**src/rtl/updown_counter8_core.sv**
```systemverilog
// Up/down counter stepped by rising edges of the divided tick_in square wave.
// Offers load, enable, direction, wrap/saturate limiting, terminal-count pulse and limit flags.
//
// state | meaning
// IDLE  | counting disabled; steps ignored, q held
// RUN   | counting; each tick_in rise moves q one count
// LIMIT | saturated at a limit; only a step away from that limit resumes counting
module updown_counter8_core #(
  parameter int WIDTH   = 8,
  parameter int MAX_VAL = 255,
  parameter int MIN_VAL = 0
) (
  input  logic             clk,
  input  logic             rst,
  input  logic             tick_in,
  input  logic             en,
  input  logic             up,
  input  logic             wrap,
  input  logic             load,
  input  logic [WIDTH-1:0] din,
  output logic [WIDTH-1:0] q,
  output logic             tc,
  output logic             at_max,
  output logic             at_min,
  output logic [1:0]       state
);

  typedef enum logic [1:0] {
    IDLE  = 2'b00,
    RUN   = 2'b01,
    LIMIT = 2'b10
  } state_t;

  localparam logic [WIDTH-1:0] MAX_W = WIDTH'(MAX_VAL);
  localparam logic [WIDTH-1:0] MIN_W = WIDTH'(MIN_VAL);
  localparam logic [WIDTH-1:0] ONE_W = WIDTH'(1);

  logic             sync1_q, sync1_d;
  logic             sync2_q, sync2_d;
  logic             prev_q, prev_d;
  logic [WIDTH-1:0] q_q, q_d;
  logic             tc_q, tc_d;
  state_t           state_q, state_d;

  logic             step;
  logic             hi_lim;
  logic             lo_lim;
  logic             toward;
  logic [WIDTH-1:0] din_clamped;

  assign step   = sync2_q & ~prev_q;
  assign hi_lim = (q_q >= MAX_W);
  assign lo_lim = (q_q <= MIN_W);
  // In LIMIT, a step is "toward" the limit q is sitting on
  assign toward = hi_lim ? up : ~up;

  always_comb begin
    din_clamped = din;
    if (din >= MAX_W) begin
      din_clamped = MAX_W;
    end else if (din <= MIN_W) begin
      din_clamped = MIN_W;
    end
  end

  always_comb begin
    sync1_d = tick_in;
    sync2_d = sync1_q;
    prev_d  = sync2_q;
    q_d     = q_q;
    tc_d    = 1'b0;
    state_d = state_q;

    if (load) begin
      q_d     = din_clamped;
      state_d = en ? RUN : IDLE;
    end else begin
      case (state_q)
        IDLE: begin
          if (en) begin
            state_d = RUN;
          end
        end

        RUN: begin
          if (!en) begin
            state_d = IDLE;
          end else if (step) begin
            if (up) begin
              if (!hi_lim) begin
                q_d = q_q + ONE_W;
              end else if (wrap) begin
                q_d  = MIN_W;
                tc_d = 1'b1;
              end else begin
                tc_d    = 1'b1;
                state_d = LIMIT;
              end
            end else begin
              if (!lo_lim) begin
                q_d = q_q - ONE_W;
              end else if (wrap) begin
                q_d  = MAX_W;
                tc_d = 1'b1;
              end else begin
                tc_d    = 1'b1;
                state_d = LIMIT;
              end
            end
          end
        end

        LIMIT: begin
          if (!en) begin
            state_d = IDLE;
          end else if (wrap) begin
            state_d = RUN;
          end else if (step && !toward) begin
            q_d     = up ? (q_q + ONE_W) : (q_q - ONE_W);
            state_d = RUN;
          end
        end

        default: begin
          state_d = IDLE;
        end
      endcase
    end
  end

  // Synchronizer and prev reset high so a tick_in held high through reset is not a step
  always_ff @(posedge clk) begin
    if (rst) begin
      sync1_q <= 1'b1;
      sync2_q <= 1'b1;
      prev_q  <= 1'b1;
      q_q     <= MIN_W;
      tc_q    <= 1'b0;
      state_q <= IDLE;
    end else begin
      sync1_q <= sync1_d;
      sync2_q <= sync2_d;
      prev_q  <= prev_d;
      q_q     <= q_d;
      tc_q    <= tc_d;
      state_q <= state_d;
    end
  end

  assign q      = q_q;
  assign tc     = tc_q;
  assign at_max = (q_q == MAX_W);
  assign at_min = (q_q == MIN_W);
  assign state  = state_q;

endmodule
```
**config.mk**
```make
export PLATFORM = sky130hd
export DESIGN_NAME = updown_counter8_core
export DESIGN_NICKNAME = d
export VERILOG_FILES = /design/src/rtl/updown_counter8_core.sv
export SDC_FILE = /design/constraint.sdc
export NUM_CORES = 1
export LEC_CHECK = 0
export ABC_AREA = 1
export CAP_MARGIN = 0
export CORE_UTILIZATION = 25
export DETAILED_ROUTE_END_ITERATION = 6
export DONT_BUFFER_PORTS = 1
export MAX_ROUTING_LAYER = met4
export SETUP_SLACK_MARGIN = 0.3
export SLEW_MARGIN = 20
export SYNTH_ARGS = -nofsm -noshare
export SYNTH_HDL_FRONTEND = slang
export SYNTH_SLANG_ARGS = --single-unit
```
**constraint.sdc**
```tcl
create_clock -name clk -period 2.9 [get_ports clk]
set_input_delay 0.29 -clock clk [delete_from_list [all_inputs] [get_ports clk]]
set_output_delay 0.29 -clock clk [all_outputs]
set_load 0.1 [all_outputs]
```
==> flow_summary.rst, run 1 <==
.. list-table::
   :header-rows: 1

   * - Metric
     - Value
   * - Final Hold Fails
     - 0
   * - Post-synthesis to final-layout area growth
     - 14.4%
   * - Number of global-route vias before repair
     - 1172
   * - Maximum net fanout on the critical path
     - 5
   * - Wire length of the first global-routing pass
     - 5.66 mm
   * - Data required time of the critical path
     - 2610 ps
   * - Synth unique cells
     - 27
   * - Critical Path Sink Type
     - output port
   * - Dominant cell type by area after synthesis
     - dfxtp_1
   * - Most common cell in the synthesized netlist
     - nand2_1
   * - Routed via count
     - 1323
   * - Final clock skew
     - 4.80 ps
   * - Number of placed instances with taps included
     - 286
   * - Leakage dissipation
     - 0.000708 uW
   * - Relative contribution of sequential cells to total power
     - 0.312
   * - DRC errors left
     - 0
   * - Sequential fraction of the synthesis area
     - 0.223
   * - N_diodes
     - 0
   * - Type of the tightest min-delay check
     - input pin to register
   * - Vert. Die Dim
     - 73.0 um
   * - Net count after synthesis
     - 232
   * - Aggregate global-route resource usage
     - 0.143
   * - Core Region
     - 4790 um2
   * - Source of the critical timing path
     - q[1]$_SDFFE_PP0P_
   * - Effective utilization at floorplan
     - 0.263
   * - Clock transition time at the flip-flop clock pins of the worst setup and hold paths
     - 70 ps
   * - Number of buffers on the longest clock path
     - 2
   * - Actual transition at the worst max-transition pin
     - 948 ps
   * - I/O Pins
     - 28
   * - HPWL after DPL
     - 2.74 mm
   * - Endpoint of the most critical setup path
     - at_min
   * - Average cell area after synthesis
     - 5.85 um2
   * - Reg2reg start
     - q[1]$_SDFFE_PP0P_
   * - Multi-input logic area
     - 833 um2
   * - Cts-stage hold buffer count
     - 0
   * - Antenna violation net count after detailed routing
     - 0
   * - Buffers on Ports
     - 0
   * - Final standard cell count with taps included and fillers excluded
     - 290
   * - Mean routed wirelength per cell
     - 12.1 um
   * - Antenna violations before repair
     - 0
   * - Number of fill cells in the layout
     - 522
   * - Grt ovf
     - 0
   * - Share of power burned in combinational logic
     - 0.402
   * - Number of max-capacitance violations reported
     - 0
   * - Internal power summed over all cells
     - 400 uW
   * - Switching power as a share of total power
     - 0.438
   * - Via density per instance
     - 4.56
   * - Sum Neg Setup Slack
     - 0 ps
   * - Yosys synthesis warning count
     - 0
   * - Number of rows in the core area
     - 25
   * - Area of the die
     - 5320 um2
   * - Final wirelength
     - 3.51 mm
   * - Final setup viols
     - 0
   * - Share of post-route cells with drive strength above 1
     - 0.202
   * - Data arrival at the endpoint of the critical path
     - 1780 ps
   * - Power density cells
     - 495 nW/um2
   * - Clock latency of the later-clocked register in the worst-skew pair
     - 250 ps
   * - Count of cells along the worst register-to-register path
     - 10
   * - Num Clock Sinks
     - 14
   * - End of the worst register-to-register path
     - q[0]$_SDFFE_PP0P_
   * - Cts repair resizes
     - 0
   * - Top area cells in the synthesized netlist
     - dfxtp_1 (22%), nand2_1 (19%), nor2_1 (7.8%)
   * - Period utilization
     - 0.715
   * - Flop2flop setup slack
     - 860 ps
   * - Max-slew violation count
     - 0
   * - Maximum number of pins on one net before global-route repair
     - 13
   * - Power dissipated by switching net loads
     - 312 uW
   * - RD Place Congestion
     - 0.926
   * - Number of instances in the synthesized netlist
     - 215
   * - Initial DRC count
     - 84
   * - Post-layout nets
     - 241
   * - Status
     - finished clean
   * - RSZ-0062 raised after global routing
     - false
   * - Ys async rst share
     - 0
   * - Root buffer cell
     - clkbuf_8
   * - Maximum ir drop on the vdd rail
     - 226 uV
   * - Start-to-end type of the worst setup path
     - register to output port
   * - Total of flip-flops plus latches after synthesis
     - 14
   * - Headroom to the max-slew limit
     - 0.367
   * - Floorplan die width
     - 73.0 um
   * - Most numerous cell types in the synthesized netlist
     - nand2_1 (64), nor2_1 (26), inv_1 (24)
   * - H-tree level count
     - 1
   * - Area used by sequential logic in the layout
     - 280 um2
   * - Drt first pass iters
     - 4
   * - Most used flip-flop cell after synthesis
     - dfxtp_1
   * - Area share of the largest cell type after synthesis
     - 0.223
   * - Maximum clock rate
     - 482 MHz
   * - Number of flops mapped to enable cells by yosys
     - 0
   * - CTS tree
     - done
   * - Synth Cell Area
     - 1260 um2
   * - Post-CTS Setup Repair Bufs
     - 0
   * - Clk pwr share
     - 0.286
   * - TritonCTS buffer count
     - 3
   * - Post-route minimum period
     - 2070 ps
   * - Startpoint type of the worst setup path
     - register
## metrics by stage
stage	utilization	hold slack, ps	power (uW)	cell area (um2)	setup WS (ps)
6_report	0.301	94.0	713	1440	827
5_1_grt	0.301	88.0	745	1440	708
4_1_cts	0.301	92.0	712	1440	836
3_5_place_dp	0.289	356	512	1390	898
3_3_place_gp	0.289	354	513	1390	964
2_1_floorplan	-	389	472	1260	377
## logic make-up after synthesis
family,after synthesis,synth area share
and+or+nand+nor,140,0.516
AOI/OAI and AO/OA,22,0.101
buffers and inverters,34,0.119
xor gates and xnor gates,3,0.0209
DFF,14,0.223
adders and majority gates,2,0.0199
## sequential cells by signal, indices dropped and copies added, names as in the netlist
| register | count |
|---|---|
| sync1_q | 1 |
| q | 8 |
| prev_q | 1 |
| state | 2 |
| tc | 1 |
| prev_d | 1 |
## worst max-delay path, cell delays in order, from the launching register on
cell and delay [ps]:
dfxtp_1 320, buf_4 240, inv_1 120, ha_1 250, nand2_2 130, nor2_4 160, buf_4 310
## routing by layer
layer / wire, um / up-vias / share of wire / track usage
met3: 194 / 6 / 0.055 / 0.0235
met2: 1610 / 46 / 0.46 / 0.224
li1: - / 690 / - / -
met5: 0 / - / 0 / -
met4: 80 / 0 / 0.023 / 0.0632
met1: 1620 / 581 / 0.46 / 0.180
## how the worst min path moves through the flow
stage               slack (ps)                from                end  depth (start not counted)
global placement           350                 rst  q[2]$_SDFFE_PP0P_                          1
floorplan                  390  sync1_q$_SDFF_PP1_  prev_d$_SDFF_PP1_                          1
detailed placement         360                 rst  q[2]$_SDFFE_PP0P_                          1
CTS                         90                 rst  q[0]$_SDFFE_PP0P_                          1
global route                90                 rst  q[0]$_SDFFE_PP0P_                          1
finish                      90                 rst  q[0]$_SDFFE_PP0P_                          1
## placed cells by master, fill, tap and decap left out, drive strengths merged
cell,instances
xnor2,1
o21ai,8
inv,26
buf,12
a21oi,12
nand2,75
clkbuf,4
and3,1
nand3,19
a31oi,2
nand4,5
xor2,2
dfxtp,14
nor2,31
nor3,3
ha,2
or2,6
## layout make-up
cell class | instances | area share
Inverter | 26 | 0.0678
Sequential cell | 14 | 0.195
Clock buffer | 4 | 0.0382
Multi-Input combinational cell | 167 | 0.579
Tap cell | 67 | 0.0582
Timing Repair Buffer | 12 | 0.0626
## power groups by stage
stage | clock, uW | combinational (uW) | sequential, uW
after detailed placement | 0 | 285 | 227
after global placement | 0 | 286 | 226
final | 204 | 286 | 222
after global routing | 212 | 308 | 225
after CTS | 204 | 286 | 223
after floorplan | 0 | 168 | 304
(Power assumes the default switching activity.)
==> run 2, diff against run 1 <==
Settings changed: ABC_AREA 1 to 0.
Clock period 2.9 ns to 2.13 ns, I/O delays scaled along.
==> run 2 against run 1 <==
Net effect: the run now ends with DRC left; highest routed layer unchanged; area after synthesis shrank 4.8%; clock skew fell by 1.5 ps; power increased by 45%; sequential power grew 43%.
==> flow_summary.rst, run 2 <==
.. list-table::
   :header-rows: 1

   * - Metric
     - Value
   * - Data arrival at the endpoint of the critical path
     - 2240 ps (+460 ps)
   * - Most common library cell in the layout ignoring fill and taps
     - buf_4
   * - Highest-count cells in the layout ignoring fill and taps
     - buf_4 (29), nor2_1 (13), nand2_1 (12)
   * - Origin of the worst min-delay path
     - rst
   * - Most common cell in the synthesized netlist
     - nor2_1
   * - Average cell area after synthesis
     - 7.31 um2 (+25%)
   * - Final Hold Fails
     - 0 (unchanged)
   * - CTS tree
     - done
   * - Ys async rst share
     - 0 (unchanged)
   * - Effective utilization at floorplan
     - 0.268 (+0.00489)
   * - Total of flip-flops plus latches after synthesis
     - 14 (unchanged)
   * - Failing checks
     - DRC
   * - Clock transition time at the flip-flop clock pins of the worst setup and hold paths
     - 60 ps (about the same)
   * - Clock latency of the later-clocked register in the worst-skew pair
     - 250 ps (about the same)
   * - Number of max-capacitance violations reported
     - 0 (unchanged)
   * - Sequential fraction of the synthesis area
     - 0.234 (+0.0112)
   * - Met2 Routed Length
     - 1.79 mm (+11%)
   * - Routed via count
     - 1373 (+3.8%)
   * - N_diodes
     - 0 (unchanged)
   * - Via density per instance
     - 5.65 (+24%)
   * - Worst Hold Slack
     - 18.5 ps (-75.5 ps)
   * - Antenna violations before repair
     - 0 (unchanged)
   * - Share of post-route cells with drive strength above 1
     - 0.461 (+0.259)
   * - Number of buffers on the longest clock path
     - 2 (unchanged)
   * - Synth unique cells
     - 49 (+81%)
   * - HPWL after DPL
     - 2.75 mm (+0.30%)
   * - RD Place Congestion
     - 0.856 (-7.6%)
   * - Root buffer cell
     - clkbuf_8
   * - Buffers on Ports
     - 0 (unchanged)
   * - DRC errors left
     - 2 (+2)
   * - Floorplan die width
     - 71.2 um (-2.3%)
   * - Post-layout nets
     - 209 (-13%)
   * - Headroom to the max-slew limit
     - 0.718 (+0.351)
   * - Final standard cell area without fillers
     - 1770 um2 (+23%)
   * - Initial DRC count
     - 117 (+39%)
   * - Mean routed wirelength per cell
     - 16.6 um (+37%)
   * - Cts-stage hold buffer count
     - 0 (unchanged)
   * - Core Region
     - 4470 um2 (-6.5%)
   * - Clk pwr share
     - 0.221 (-0.065)
   * - Aggregate global-route resource usage
     - 0.164 (+0.0212)
   * - Drt first pass iters
     - 6 (+2)
   * - Number of flops mapped to enable cells by yosys
     - 0 (unchanged)
   * - Power density cells
     - 586 nW/um2 (+18%)
   * - Vert. Die Dim
     - 71.2 um (-2.3%)
   * - Number of instances in the synthesized netlist
     - 164 (-24%)
   * - Final wirelength
     - 4.03 mm (+15%)
   * - Wire length of the first global-routing pass
     - 6.30 mm (+11%)
   * - Grt ovf
     - 0 (unchanged)
   * - Relative contribution of sequential cells to total power
     - 0.306 (-0.006)
   * - Type of the tightest min-delay check
     - input pin to register
   * - Actual transition at the worst max-transition pin
     - 418 ps (-529 ps)
   * - Switching power as a share of total power
     - 0.427 (-0.0117)
   * - Post-route minimum period
     - 2070 ps
   * - Leakage dissipation
     - 0.000617 uW (-13%)
   * - Maximum net fanout on the critical path
     - 4 (-1)
   * - Uppermost routed layer
     - met4
   * - Area of the die
     - 5080 um2 (-4.6%)
   * - CP top delay family
     - simple AND/OR/NAND/NOR gates
   * - Antenna violation net count after detailed routing
     - 0 (unchanged)
   * - Dpl cell area
     - 1460 um2 (+5.2%)
   * - Internal power summed over all cells
     - 594 uW (+48%)
   * - H-tree level count
     - 1 (unchanged)
   * - Source of the critical timing path
     - q[1]$_SDFFE_PP0P_
   * - Max-slew violation count
     - 0 (unchanged)
   * - Final setup viols
     - 0 (unchanged)
   * - Peak per-stage delay on the critical path
     - 490 ps (+170 ps)
   * - Synth Cell Area
     - 1200 um2 (-4.8%)
   * - Num Clock Sinks
     - 14 (unchanged)
   * - I/O Pins
     - 28 (unchanged)
   * - Area share of the largest cell type after synthesis
     - 0.234 (+0.0112)
   * - Maximum ir drop on the vdd rail
     - 308 uV (+36%)
   * - Startpoint type of the worst setup path
     - register
   * - Power dissipated by switching net loads
     - 442 uW (+41%)
   * - Number of fill cells in the layout
     - 418 (-20%)
   * - Period utilization
     - 0.970
   * - Number of rows in the core area
     - 24 (-4.0%)
   * - Yosys synthesis warning count
     - 0 (unchanged)
   * - Data required time of the critical path
     - 2310 ps (-300 ps)
   * - Reg2reg start
     - q[1]$_SDFFE_PP0P_
   * - Length of routed wiring on met1
     - 1.91 mm (+17%)
   * - Start-to-end type of the worst setup path
     - register to register
   * - Status
     - finished, violations left
   * - Number of flip-flops under the largest register name
     - 8 (unchanged)
   * - CP cell instances
     - inv_4, ha_4, or4b_4, o31ai_4, o22ai_2, or4_4, a21oi_2
   * - Top area cells in the synthesized netlist
     - dfxtp_1 (23%), nor2_1 (5.0%), a21oi_1 (4.2%)
   * - RSZ-0062 raised after global routing
     - true
   * - Buffering stage count on the worst path with inverters included
     - 1 (-2)
   * - Post-synthesis to final-layout area growth
     - 47.4%
   * - Dominant cell type by area after synthesis
     - dfxtp_1
   * - Met3 wire length
     - 258 um (+33%)
   * - Master of the slowest instance on the critical path
     - or4b_4
   * - Maximum clock rate
     - 484 MHz
   * - Most used flip-flop cell after synthesis
     - dfxtp_1
   * - Number of global-route vias before repair
     - 1248 (+6.5%)
   * - Final clock skew
     - 3.28 ps (-1.53 ps)
   * - Maximum number of pins on one net before global-route repair
     - 22 (+9)
   * - Share of power burned in combinational logic
     - 0.473 (+0.071)
   * - TritonCTS buffer count
     - 3 (unchanged)
   * - Net count after synthesis
     - 181 (-22%)
   * - Critical Path Sink Type
     - register
   * - Most numerous cell types in the synthesized netlist
     - nor2_1 (16), dfxtp_1 (14), nand2_1 (12)
-- run 2: worst register-to-register path, stage by stage, from the launching register on --
cell and delay, ps:
dfxtp_4 360, inv_4 60, ha_4 140, or4b_4 490, o31ai_4 270, o22ai_2 110
or4_4 430, a21oi_2 130
-- run 2: final timing paths --
kind / to / slack [ps] / cells past startpoint
setup / recovery: q[2]$_SDFFE_PP0P_ / 60 / 7
hold / removal: state[0]$_SDFFE_PP0P_ / 20 / 1
hold reg to reg: prev_d$_SDFF_PP1_ / 410 / 1
setup reg to reg: q[2]$_SDFFE_PP0P_ / 60 / 7
-- run 2: repair_timing --
action,in CTS,in global routing
gates resized for setup,21,15
pin swaps,10,15
buffers inserted,7,7
setup endpoints to repair,10,11
-- run 2: logic make-up after synthesis --
kind of cell | synth area share
compound gates | 0.267
xor+xnor | 0.00731
fa+ha+maj | 0.0209
buf+inv | 0.0918
flops | 0.234
mux | 0.0177
simple gates | 0.361
-- run 2: power groups by stage --
stage | Clock, uW | Sequential, uW | Combinational, uW
global placement | 0 | 317 | 412
floorplan | 0 | 427 | 243
finish | 229 | 317 | 490
CTS | 234 | 315 | 451
global route | 238 | 320 | 517
detailed placement | 0 | 318 | 411
-- run 2: metal layers --
metal | vias to the layer above | track usage
met4 | 0 | 0.0711
li1 | 673 | -
met1 | 643 | 0.224
met3 | 5 | 0.0211
met2 | 52 | 0.241
met5 | - | -
-- run 2: per-stage QoR --
stage                util  power [uW]  setup WS (ps)  setup TNS [ps]  instances
floorplan               -         671           -135            -460        164
global placement    0.326         730           14.0               0        225
detailed placement  0.326         729          -20.1           -42.6        225
CTS                 0.368         999            138               0        236
global route        0.395        1080           11.5               0        243
finish              0.395        1040           62.9               0        243
-- run 2: layout make-up --
type | instances | area [um2] | share of cell area
repair buffers | 35 | 298 | 0.169
inverters | 10 | 42.5 | 0.0241
multi-input cells | 128 | 1000 | 0.567
flip-flops and latches | 14 | 315 | 0.178
clock buffers | 4 | 45.0 | 0.0255
well taps | 52 | 65.1 | 0.0368
